==> config.mk <==
export PLATFORM = sky130hd
export DESIGN_NAME = stream_rr_arbiter_bank
export DESIGN_NICKNAME = d
export VERILOG_FILES = /design/src/rtl/stream_rr_arbiter_bank.sv
export SDC_FILE = /design/constraint.sdc
export NUM_CORES = 1
export LEC_CHECK = 0
export BUFFER_PORTS_ARGS = -buffer_cell sky130_fd_sc_hd__buf_2
export CORE_AREA = 2 2 39 41
export DETAILED_ROUTE_END_ITERATION = 16
export DIE_AREA = 0 0 41 43
export GPL_ROUTABILITY_DRIVEN = 1
export PLACE_DENSITY_LB_ADDON = 0.25
export REMOVE_ABC_BUFFERS = 1
export SLEW_MARGIN = 5
export SYNTH_ARGS = -nofsm -noshare
export SYNTH_HDL_FRONTEND = slang
export SYNTH_SLANG_ARGS = --single-unit
==> constraint.sdc <==
create_clock -name clk_i -period 1.5 [get_ports clk_i]
set_input_delay 0.225 -clock clk_i [delete_from_list [all_inputs] [get_ports clk_i]]
set_output_delay 0.225 -clock clk_i [all_outputs]
set_load 0.05 [all_outputs]
==> src/rtl/stream_rr_arbiter_bank.sv <==
// Bank of independent round-robin packet arbiters, one per output stream.
// Each output locks onto one input for a whole packet and releases it after the last beat's handshake.
module stream_rr_arbiter_bank #(
    parameter  int S_DATA_COUNT = 2,
    parameter  int M_DATA_COUNT = 3,
    localparam int T_ID___WIDTH = $clog2(S_DATA_COUNT),
    localparam int T_DEST_WIDTH = $clog2(M_DATA_COUNT)
) (
    input  logic                                      clk_i,
    input  logic                                      rst_i,
    input  logic [S_DATA_COUNT-1:0][T_DEST_WIDTH-1:0] s_dest_i,
    input  logic [S_DATA_COUNT-1:0]                   s_valid_i,
    input  logic [S_DATA_COUNT-1:0]                   s_last_i,
    input  logic [M_DATA_COUNT-1:0]                   m_ready_i,
    output logic [M_DATA_COUNT-1:0][T_ID___WIDTH-1:0] grant_o,
    output logic [M_DATA_COUNT-1:0]                   arbiter_ready_o,
    output logic [S_DATA_COUNT-1:0]                   busy_o
);

    typedef enum logic {
        IDLE = 1'b0,
        LOCK = 1'b1
    } state_t;

    for (genvar j = 0; j < M_DATA_COUNT; j++) begin : g_arb
        state_t                  state, state_next;
        logic [T_ID___WIDTH-1:0] grant, grant_next;
        logic [T_ID___WIDTH-1:0] ptr, ptr_next;
        logic [T_ID___WIDTH-1:0] winner;
        logic [S_DATA_COUNT-1:0] req;
        logic                    release_beat;

        always_comb begin
            req = '0;
            for (int k = 0; k < S_DATA_COUNT; k++) begin
                req[k] = s_valid_i[k] && (s_dest_i[k] == T_DEST_WIDTH'(j));
            end
        end

        // Scan backwards so the last hit is the first requester after ptr.
        always_comb begin
            winner = ptr;
            for (int i = S_DATA_COUNT; i >= 1; i--) begin
                if (req[(int'(ptr) + i) % S_DATA_COUNT]) begin
                    winner = T_ID___WIDTH'((int'(ptr) + i) % S_DATA_COUNT);
                end
            end
        end

        assign release_beat = s_valid_i[grant] && s_last_i[grant] && m_ready_i[j]
                              && (s_dest_i[grant] == T_DEST_WIDTH'(j));

        always_comb begin
            state_next = state;
            grant_next = grant;
            ptr_next   = ptr;
            case (state)
                IDLE: begin
                    if (|req) begin
                        grant_next = winner;
                        ptr_next   = winner;
                        state_next = LOCK;
                    end
                end
                LOCK: begin
                    if (release_beat) begin
                        state_next = IDLE;
                    end
                end
                default: state_next = IDLE;
            endcase
        end

        // Pointer resets to the top id so input 0 wins first.
        always_ff @(posedge clk_i) begin
            if (rst_i) begin
                state <= IDLE;
                grant <= '0;
                ptr   <= T_ID___WIDTH'(S_DATA_COUNT - 1);
            end else begin
                state <= state_next;
                grant <= grant_next;
                ptr   <= ptr_next;
            end
        end

        assign arbiter_ready_o[j] = (state == LOCK);
        assign grant_o[j]         = grant;
    end

    always_comb begin
        busy_o = '0;
        for (int j = 0; j < M_DATA_COUNT; j++) begin
            for (int k = 0; k < S_DATA_COUNT; k++) begin
                if (arbiter_ready_o[j] && (grant_o[j] == T_ID___WIDTH'(k))) begin
                    busy_o[k] = 1'b1;
                end
            end
        end
    end

endmodule

; ---- Word level (Yosys, flattened, before mapping)
; Index checks and enable logic that the tools add are counted.
[word_totals]
reg_bits = 9
word_cells = 129
memories = 0
in_bits = 13
romBits = 0
ram_bits = 0
out_inout_bits = 8
latch_bits = 0
[op_classes]
mul = 0
addsub = 6
n_bitwise = 12
reduce_logical = 30
n_shift = 0
eq_ne = 6
div_mod_pow = 0
order_cmp = 9
n_mux = 57
[ops]
columns = op, n
row1 = $mux 1, 48
row2 = $logic_and 1x1->1, 21
row3 = $lt 2x3->1 const B, 6
row4 = $mux 2, 6
row5 = $add 1x1->1 const B, 6
row6 = $and 1x1->1 const A, 6
row7 = $eq 2x1->1 const B, 3
row8 = $eq 2x2->1 const B, 3
row9 = $logic_not 2->1, 3
row10 = $lt 1x2->1 const B, 3
row11 = $not 1->1, 6
row12 = $pmux 1 s2, 3
row13 = $reduce_and 2->1, 3
row14 = $reduce_or 2->1, 3

; ---- Logic depth before layout (Yosys ltp)
; Gate-level depths: netlist of run 1.
[logic_depth]
ltp_word = 7
depth_mapped = 3
depth_no_buf = 3

; ---- Worst setup path before layout of run 1
; OpenSTA, ideal clock, no wires.
[synth_timing]
kind = flip-flop to output port
startpoint = reg g_arb[2].state
endpoint = out busy_o[0]
path_stages_with_launch = 3
arrival_ps = 1319
slack_ps = -44
t_required_ps = 1275
cell_sequence = dfxtp_1 -> inv_1 -> o221ai_1
[synth_between]
elab_chain_cells = 2
[synth_rtl]
columns = item, line_no
row1 = from (decl), 26  ; state_t state, state_next;
row2 = from (signal assigned), 81  ; state <= state_next;
row3 = $logic_and 1x1->1, 95  ; if (arbiter_ready_o[j] && (grant_o[j] == T_ID___WIDTH'(k))) begin
row4 = $mux 1, 95
row5 = to (decl), 17  ; output logic [S_DATA_COUNT-1:0] busy_o
; No other way between the ends.

; ---- Worst setup path after layout of run 1
[layout_timing]
startpoint = reg g_arb[0].state
endpoint = out busy_o[1]
[layout_between]
elab_chain_cells = 4
[layout_rtl]
columns = item, line_no
row1 = from (decl), 26
row2 = from (signal assigned), 81
row3 = $logic_and 1x1->1, 95
row4 = $mux 1 (3 in series), 95
; No other way between the ends.

==> results.tsv, run 1 <==
stage	metric	value	unit
synth	synthesized flop and latch total	9	
placed_design	GP Congestion	0.763	
drt	WL/cell	13.2	µm
placed_design	Post-DP Area	621	µm²
cells_and_area	layout cells sized above 1	0.367	
cts	clock root cell	clkbuf_4	
timing	Peak Freq	703	MHz
drt	Vias/cell	5.75	
floorplan	Starting Density	0.402	
cells_and_area	Post-Layout Cell Count	95	
floorplan	die span in y	43	µm
timing	worst slew pin tran	330	ps
synth	post-synthesis area per instance	8.98	µm²
timing	Final Hold Viols	0	
cts	clock-pin slew on the worst setup and hold paths	60	ps
floorplan	I/O Pins	21	
worst_setup_path	critical path endpoint category	output pin	
timing	Final Skew	1.15	ps
power	peak supply drop	0.000410	V
worst_setup_path	WP data arrival	1200	ps
grt	largest net degree at the start of global routing	11	
grt	gr usage total	0.171	
synth	post-synthesis sequential area ratio	0.324	
synth	Cell variety after synth	30	
hold_path	Hold WC Path Type	primary input to flip-flop	
cts	Post-CTS Setup Inserts	0	
floorplan	site row count	14	
worst_setup_path	Crit Path Max Fanout	10	
run_status	status	finished clean	
worst_setup_path	CP required	1270	ps
cells_and_area	Reg area	188	µm²
cts	clock latency on the worst-skew pair	260	ps
flow_run	Max-cap violations	0	
synth	YS warnings	0	
cts	hold buffers post-CTS	0	
cts	H-tree depth	1	
synth	synthesized instance count	62	
worst_setup_path	Crit Path Class	flip-flop to output pin	
timing	Period minus WS final	1420	ps
cells_and_area	nets	93	
synth	area share of the largest cell type after synthesis	0.324	
timing	worst setup margin	78.1	ps
cells_and_area	Antenna diodes	0	
worst_setup_path	register-to-register setup slack	480	ps
timing	RSZ-0062 raised after global routing	false	
cells_and_area	P&R area growth vs syn	18.4	%
worst_setup_path	crit start category	flip-flop	
timing	# setup viols final	0	
floorplan	Die Area	0.00176	mm²
placed_design	DP Worst Slack	279	ps
cells_and_area	Design Area, Final	659	µm²
timing	relative slew slack	0.780	
floorplan	die width	41	µm
timing	hold slack	217	ps
timing	crit share post-route	0.948	
drt	Routed Wire Length	1.26	mm
drt	DR pass1 iterations	4	
floorplan	Core Footprint	0.00138	mm²
grt	initial antenna violation count	0	
drt	via count	546	
drt	DRT antenna net count	0	
power	Pleak	0.287	nW
drt	residual DRC count	0	
grt	first-pass GRT wire length	1.99	mm
placed_design	IO Port Bufs	20	
drt	initial DRC count	10	
placed_design	dpl hpwl	973	µm
placed_design	placed insts	91	
synth	Mapped Area	557	µm²
cts	CTS tree	done	
grt	vias in the first global route	460	
cts	Num CTS Buffers	3	
cells_and_area	# fillers	139	
grt	GRT overflow	0	
cells_and_area	multi-input logic area	302	µm²
cts	CTS Buffer Depth	2	
synth	ys async rst share	0	
synth	number of flops mapped to enable cells by yosys	0	
timing	Slew Viols, Final	0	
synth	dominant synthesized flop cell	dfxtp_1	
cts	Num Clock Sinks	9	
synth	area leader, netlist	dfxtp_1	
power	PwrDens	935	mW/mm²
synth	Synth area leaders	dfxtp_1 (32%), buf_4 (8.1%), a41o_1 (5.4%)	
[where the power goes]
group	leakage [nW]	switching [mW]	total [mW]	internal [mW]
Combinational	0.196	0.0994	0.153	0.0539
Sequential	0.0757	0.0211	0.276	0.255
Clock	0.0150	0.0848	0.187	0.103
Total	0.287	0.205	0.617	0.411
[layout make-up]
cell class,instances,area share
multi-input cells,41,0.457
well taps,16,0.0304
repair buffers,20,0.159
flip-flops and latches,9,0.285
inverters,5,0.0285
clock buffers,4,0.0398
[per-layer routing]
layer  track usage  vias to the layer above  wire (µm)
li1              -                      277          -
met5             0                        -          0
met4        0.0400                        0         10
met2         0.247                       17        595
met1         0.206                      250        572
met3         0.110                        2         79
[state kept, by name (all words and copies together) (netlist names)]
name,count
g_arb.grant,3
g_arb.ptr,3
g_arb.state,3
[cells in the mapped netlist, drive strengths merged, types with 2 or more instances]
cell	n
buf	7
nor2b	2
o41ai	2
a21oi	4
dfxtp	9
a211o	2
o311ai	2
a41o	4
nand3b	3
inv	5
o21ai	5
[final timing paths]
| path | from | to | cells past startpoint |
|---|---|---|---|
| max | g_arb[0].state$_SDFF_PP0_ | busy_o[1] | 3 |
| min | rst_i | g_arb[0].grant$_SDFFE_PP0P_ | 2 |
| max reg2reg | g_arb[0].state$_SDFF_PP0_ | g_arb[0].ptr$_SDFFE_PP1P_ | 2 |
| min reg2reg | g_arb[1].ptr$_SDFFE_PP1P_ | g_arb[1].ptr$_SDFFE_PP1P_ | 1 |
[stage by stage]
step | TNS [ps] | utilization | total power [mW]
after CTS | 0 | 0.471 | 0.620
after detailed placement | 0 | 0.448 | 0.430
after global routing | 0 | 0.476 | 0.655
after floorplan | -451 | - | 0.378
final | 0 | 0.476 | 0.617
after global placement | 0 | 0.448 | 0.428
[critical path, cell delays in order (launching register included)]
cell	delay [ps]
dfxtp_4	370
a222oi_1	300
inv_1	70
buf_4	190
[cell families (layout without fill, tap and decap cells)]
| group | Yosys count | after routing | synth area share |
|---|---|---|---|
| AOI/OAI and AO/OA | 25 | 25 | 0.339 |
| and+or+nand+nor | 16 | 16 | 0.202 |
| buffers and inverters | 12 | 29 | 0.135 |
| DFF | 9 | 9 | 0.324 |
[repair_timing]
action,CTS,global route
gates resized for setup,2,5
pin swaps,0,1
endpoints found under the setup margin,2,2
[layout by cell type, fill, tap and decap left out, drive strengths merged, types with 2 or more instances in the layout]
cell type	instances
dfxtp	9
clkbuf	4
nand3b	3
buf	20
o21ai	5
o311ai	2
nor2b	2
a41o	4
a211o	2
inv	5
a21oi	4
o41ai	2
Power figures use the tool's default switching activity.
==> run 2: changes to the inputs <==
Settings changed: CTS_BUF_LIST set to sky130_fd_sc_hd__clkbuf_8.
==> results.tsv, run 2 (same netlist as run 1, synthesis figures left out) <==
stage	metric	value	unit	change
drt	Vias/cell	5.77		was 5.75
worst_setup_path	Crit Path Class	flip-flop to output pin		unchanged
run_status	status	finished clean		unchanged
cts	hold buffers post-CTS	0		unchanged
cts	CTS tree	done		unchanged
cts	clock latency on the worst-skew pair	230	ps	was 260 ps
timing	Peak Freq	705	MHz	was 703 MHz
timing	# setup viols final	0		unchanged
placed_design	DP Worst Slack	279	ps	unchanged
cts	Num Clock Sinks	9		unchanged
grt	vias in the first global route	467		was 460
placed_design	dpl hpwl	973	µm	unchanged
floorplan	site row count	14		unchanged
cts	CTS Buffer Depth	2		unchanged
cts	clock-pin slew on the worst setup and hold paths	40	ps	was 60 ps
timing	Fin Setup TNS	0	ps	unchanged
timing	Final Hold Viols	0		unchanged
cells_and_area	biggest regs	g_arb.grant: 3 flops, g_arb.ptr: 3 flops, g_arb.state: 3 flops		unchanged
cts	Num CTS Buffers	3		unchanged
floorplan	Core Footprint	0.00138	mm²	unchanged
worst_setup_path	crit start category	flip-flop		unchanged
worst_setup_path	FF-to-FF Start	g_arb[0].state$_SDFF_PP0_		unchanged
timing	worst setup margin	81.1	ps	was 78.1 ps
floorplan	die span in y	43	µm	unchanged
floorplan	Starting Density	0.402		unchanged
cells_and_area	layout cells sized above 1	0.354		was 0.367
flow_run	Max-cap violations	0		unchanged
grt	largest net degree at the start of global routing	11		unchanged
placed_design	GP Congestion	0.763		unchanged
timing	worst slew pin tran	331	ps	was 330 ps
grt	GRT overflow	0		unchanged
timing	RSZ-0062 raised after global routing	false		unchanged
cts	H-tree depth	1		unchanged
floorplan	I/O Pins	21		unchanged
worst_setup_path	worst stage delay on the critical path	360	ps	was 370 ps
drt	residual DRC count	0		unchanged
worst_setup_path	critical path endpoint category	output pin		unchanged
cells_and_area	nets	93		unchanged
drt	WL/cell	13.3	µm	was 13.2 µm
power	peak supply drop	0.000495	V	was 0.000410 V
timing	relative slew slack	0.779		was 0.780
worst_setup_path	Setup crit start	g_arb[0].state$_SDFF_PP0_		unchanged
drt	DR pass1 iterations	4		unchanged
cts	Post-CTS Setup Inserts	0		unchanged
cts	clock root cell	clkbuf_8		was clkbuf_4
timing	Period minus WS final	1420	ps	about the same
timing	crit share post-route	0.946		was 0.948
drt	initial DRC count	5		was 10
cells_and_area	commonest cells after routing, fill and taps aside	buf_2 (19), inv_1 (6), dfxtp_1 (6)		was buf_2 (18), inv_1 (5), o21ai_0 (5), dfxtp_1 (5), a21oi_1 (4)
grt	initial antenna violation count	0		unchanged
worst_setup_path	Crit Path Max Fanout	10		unchanged
drt	DRT antenna net count	0		unchanged
worst_setup_path	slowest stage cell, crit path	dfxtp_2		was dfxtp_4
timing	Final Skew	2.06	ps	was 1.15 ps
grt	gr usage total	0.178		was 0.171
drt	via count	548		was 546
worst_setup_path	critical-path cell list	a222oi_1 -> inv_1 -> buf_2		was a222oi_1 -> inv_1 -> buf_4
cells_and_area	most common cell after layout, fill and taps aside	buf_2		unchanged
cts	CTS resizes	0		was 2
worst_setup_path	CP required	1270	ps	about the same
floorplan	die width	41	µm	unchanged
cells_and_area	P&R area growth vs syn	20.7	%	was 18.4%
hold_path	Hold Startpoint	rst_i		unchanged
worst_setup_path	WP data arrival	1190	ps	was 1200 ps
power	total power	705	µW	was 617 µW
hold_path	Hold WC Path Type	primary input to flip-flop		unchanged
power	PwrDens	1050	mW/mm²	was 935 mW/mm²
cells_and_area	Antenna diodes	0		unchanged
cells_and_area	Final Util	0.486		was 0.476
cells_and_area	# fillers	143		was 139
power	Pleak	0.298	nW	was 0.287 nW
placed_design	IO Port Bufs	20		unchanged
grt	first-pass GRT wire length	1.98	mm	was 1.99 mm
drt	Routed Wire Length	1.26	mm	about the same
timing	Slew Viols, Final	0		unchanged
floorplan	Die Area	0.00176	mm²	unchanged
==> run 2: changes by cell type in the layout (fill, tap and decap cells not counted), sizes merged <==
| cell | change |
|---|---|
| clkbuf | -1 |
| inv | +1 |
==> run 2: power breakdown <==
group | internal, mW | total, mW | switching [mW]
logic | 0.0531 | 0.152 | 0.0990
clock network | 0.178 | 0.276 | 0.0974
registers | 0.256 | 0.278 | 0.0212
total | 0.488 | 0.705 | 0.218
==> run 2: path summary, 6_finish.rpt <==
path	depth (start not counted)	end	slack [ps]
worst min register to register	1	g_arb[1].ptr$_SDFFE_PP1P_	490
worst max-delay path	3	busy_o[1]	80
worst min-delay path	2	g_arb[2].grant$_SDFFE_PP0P_	250
worst max register to register	2	g_arb[0].ptr$_SDFFE_PP1P_	490
==> run 2: routing by layer <==
layer / track usage / routed length, µm / vias up
met1: 0.197 / 557 / 250
met3: 0.110 / 89 / 4
li1: - / - / 277
met5: 0 / 0 / -
met2: 0.250 / 589 / 17
met4: 0.100 / 27 / 0
==> run 2: metrics by stage <==
| stage | std cells | area, µm² | hold WS, ps |
|---|---|---|---|
| final | 95 | 672 | 249 |
| after detailed placement | 91 | 621 | 479 |
| after floorplan | 55 | 500 | 294 |
| after global routing | 95 | 672 | 253 |
| after global placement | 91 | 621 | 470 |
| after CTS | 95 | 666 | 251 |
==> run 2: area by class of cell <==
cell class	instances	area [µm²]	area share
Clock inverter	1	3.75	0.00559
Multi-Input combinational cell	41	302	0.449
Inverter	5	18.8	0.0279
Sequential cell	9	184	0.274
Clock buffer	3	41.3	0.0615
Tap cell	16	20.0	0.0298
Timing Repair Buffer	20	103	0.153
==> run 2: critical path: cells and delay by family (launching register included) <==
| kind | cells | cell delay (ps) |
|---|---|---|
| flops | 1 | 360 |
| compound gates | 1 | 330 |
| buf+inv | 2 | 270 |
==> run 3: changes to the inputs <==
Settings changed: CELL_PAD_IN_SITES_DETAIL_PLACEMENT set to 1, CELL_PAD_IN_SITES_GLOBAL_PLACEMENT set to 1, CORE_AREA 2 2 39 41 to unset, CORE_MARGIN set to 2, CORE_UTILIZATION set to 38, DIE_AREA 0 0 41 43 to unset, SKIP_CTS_REPAIR_TIMING set to 1.
==> results.tsv, run 3 (same netlist as run 1, synthesis figures left out) <==
stage	metric	value	unit	change
floorplan	I/O Pins	21		unchanged
worst_setup_path	crit start category	flip-flop		unchanged
cells_and_area	# fillers	172		was 143
worst_setup_path	worst r2r path cells	2		unchanged
floorplan	die width	42.3	µm	was 41 µm
cts	CTS tree	done		unchanged
timing	Final Hold Viols	0		unchanged
cells_and_area	most common cell after layout, fill and taps aside	buf_2		unchanged
worst_setup_path	register-to-register setup slack	480	ps	was 490 ps
run_status	status	finished clean		unchanged
timing	Final Skew	2.34	ps	was 2.06 ps
timing	crit share post-route	0.967		was 0.946
placed_design	GP Congestion	0.794		was 0.763
floorplan	Core Footprint	0.00133	mm²	was 0.00138 mm²
drt	DR pass1 iterations	4		unchanged
worst_setup_path	worst r2r dst	g_arb[0].ptr$_SDFFE_PP1P_		unchanged
placed_design	dpl hpwl	1.07	mm	was 973 µm
cts	H-tree depth	1		unchanged
worst_setup_path	Crit Path Max Fanout	6		was 10
drt	Routed Wire Length	1.45	mm	was 1.26 mm
hold_path	Hold WC Path Type	primary input to flip-flop		unchanged
power	total power	715	µW	was 705 µW
grt	GRT overflow	0		unchanged
power	Int Pwr	488	µW	about the same
timing	Period minus WS final	1450	ps	was 1420 ps
timing	hold slack	263	ps	was 249 ps
cells_and_area	P&R area growth vs syn	20.4	%	was 20.7%
cells_and_area	layout cells sized above 1	0.354		unchanged
timing	worst setup margin	49.8	ps	was 81.1 ps
drt	initial DRC count	33		was 5
grt	initial antenna violation count	0		unchanged
timing	Slew Viols, Final	0		unchanged
hold_path	WHS Path Cells	2		unchanged
power	Sw Share	0.318		was 0.308
hold_path	Hold Startpoint	rst_i		unchanged
worst_setup_path	worst stage delay on the critical path	350	ps	was 360 ps
cells_and_area	biggest regs	g_arb.grant: 3 flops, g_arb.ptr: 3 flops, g_arb.state: 3 flops		unchanged
drt	via count	560		was 548
worst_setup_path	critical-path cell list	a222oi_1 -> inv_1 -> buf_2		unchanged
cts	Num Clock Sinks	9		unchanged
floorplan	Starting Density	0.417		was 0.402
floorplan	site row count	13		was 14
placed_design	Post-DP Area	619	µm²	was 621 µm²
power	Clock Power Share	0.394		was 0.391
timing	# setup viols final	0		unchanged
hold_path	worst hold path endpoint	g_arb[2].grant$_SDFFE_PP0P_		unchanged
cells_and_area	Reg area	184	µm²	unchanged
grt	gr usage total	0.179		was 0.178
flow_run	Max-cap violations	0		unchanged
floorplan	Die Area	0.00179	mm²	was 0.00176 mm²
drt	Vias/cell	5.96		was 5.77
cells_and_area	nets	93		unchanged
cts	clock-pin slew on the worst setup and hold paths	50	ps	was 40 ps
power	combinational group share of total power	0.217		was 0.216
timing	worst slew pin tran	382	ps	was 331 ps
cts	Num CTS Buffers	3		unchanged
power	peak supply drop	0.000500	V	was 0.000495 V
power	PwrDens	1070	mW/mm²	was 1050 mW/mm²
cells_and_area	Antenna diodes	0		unchanged
cells_and_area	multi-input logic area	302	µm²	unchanged
power	sw power	227	µW	was 218 µW
cts	CTS Buffer Depth	2		unchanged
worst_setup_path	CP required	1270	ps	about the same
timing	Peak Freq	690	MHz	was 705 MHz
worst_setup_path	FF-to-FF Start	g_arb[0].state$_SDFF_PP0_		unchanged
worst_setup_path	WP data arrival	1230	ps	was 1190 ps
worst_setup_path	slowest stage cell, crit path	dfxtp_1		was dfxtp_2
worst_setup_path	Setup crit start	g_arb[0].grant$_SDFFE_PP0P_		was g_arb[0].state$_SDFF_PP0_
worst_setup_path	Crit Path Class	flip-flop to output pin		unchanged
placed_design	DP Worst Slack	261	ps	was 279 ps
cts	clock root cell	clkbuf_8		unchanged
worst_setup_path	critical path endpoint category	output pin		unchanged
grt	largest net degree at the start of global routing	11		unchanged
timing	RSZ-0062 raised after global routing	false		unchanged
floorplan	die span in y	42.3	µm	was 43 µm
grt	first-pass GRT wire length	2.44	mm	was 1.98 mm
cells_and_area	Design Area, Final	671	µm²	was 672 µm²
power	Pleak	0.298	nW	about the same
timing	Fin Setup TNS	0	ps	unchanged
drt	residual DRC count	0		unchanged
drt	WL/cell	15.4	µm	was 13.3 µm
cells_and_area	commonest cells after routing, fill and taps aside	buf_2 (19), inv_1 (6), dfxtp_1 (6)		unchanged
placed_design	IO Port Bufs	20		unchanged
power	share of power burned in registers	0.389		was 0.394
drt	DRT antenna net count	0		unchanged
cts	clock latency on the worst-skew pair	230	ps	about the same
grt	vias in the first global route	521		was 467
timing	relative slew slack	0.745		was 0.779
[run 3: worst max-delay path: cells and delay by family, from the launching register on]
kind                   cells  cell delay, ps
DFF                        1             350
AOI/OAI and AO/OA          1             350
buffers and inverters      2             280
[run 3: worst max-delay path by stage]
stage	end	slack [ps]
after floorplan	busy_o[0]	-410
after detailed placement	busy_o[0]	260
final	busy_o[1]	50
after CTS	busy_o[1]	3
after global routing	busy_o[1]	20
after global placement	busy_o[1]	260
[run 3: cell type report]
type	instances	share of cell area
sequential	9	0.274
clock buffer	3	0.0616
clock inverter	1	0.00560
timing repair buffer	20	0.153
multi-input combinational	41	0.450
tap	15	0.0280
inverter	5	0.0280
[run 3: per-layer routing]
layer / vias to the layer above / GRT usage / part of all wire
li1: 277 / - / -
met4: 0 / 0.0938 / 0.0090
met2: 23 / 0.262 / 0.44
met1: 257 / 0.240 / 0.49
met3: 3 / 0.0431 / 0.059
met5: - / 0 / 0
[run 3: through the flow]
step | std cells | utilization
finish | 94 | 0.503
global route | 94 | 0.503
CTS | 94 | 0.498
detailed placement | 90 | 0.464
global placement | 90 | 0.464
floorplan | 55 | -
[run 3: power by group through the flow]
stage	logic [mW]	clock network [mW]	registers [mW]
after floorplan	0.0661	0	0.311
after global placement	0.150	0	0.280
after detailed placement	0.151	0	0.281
after CTS	0.153	0.287	0.277
after global routing	0.166	0.300	0.282
final	0.155	0.282	0.278
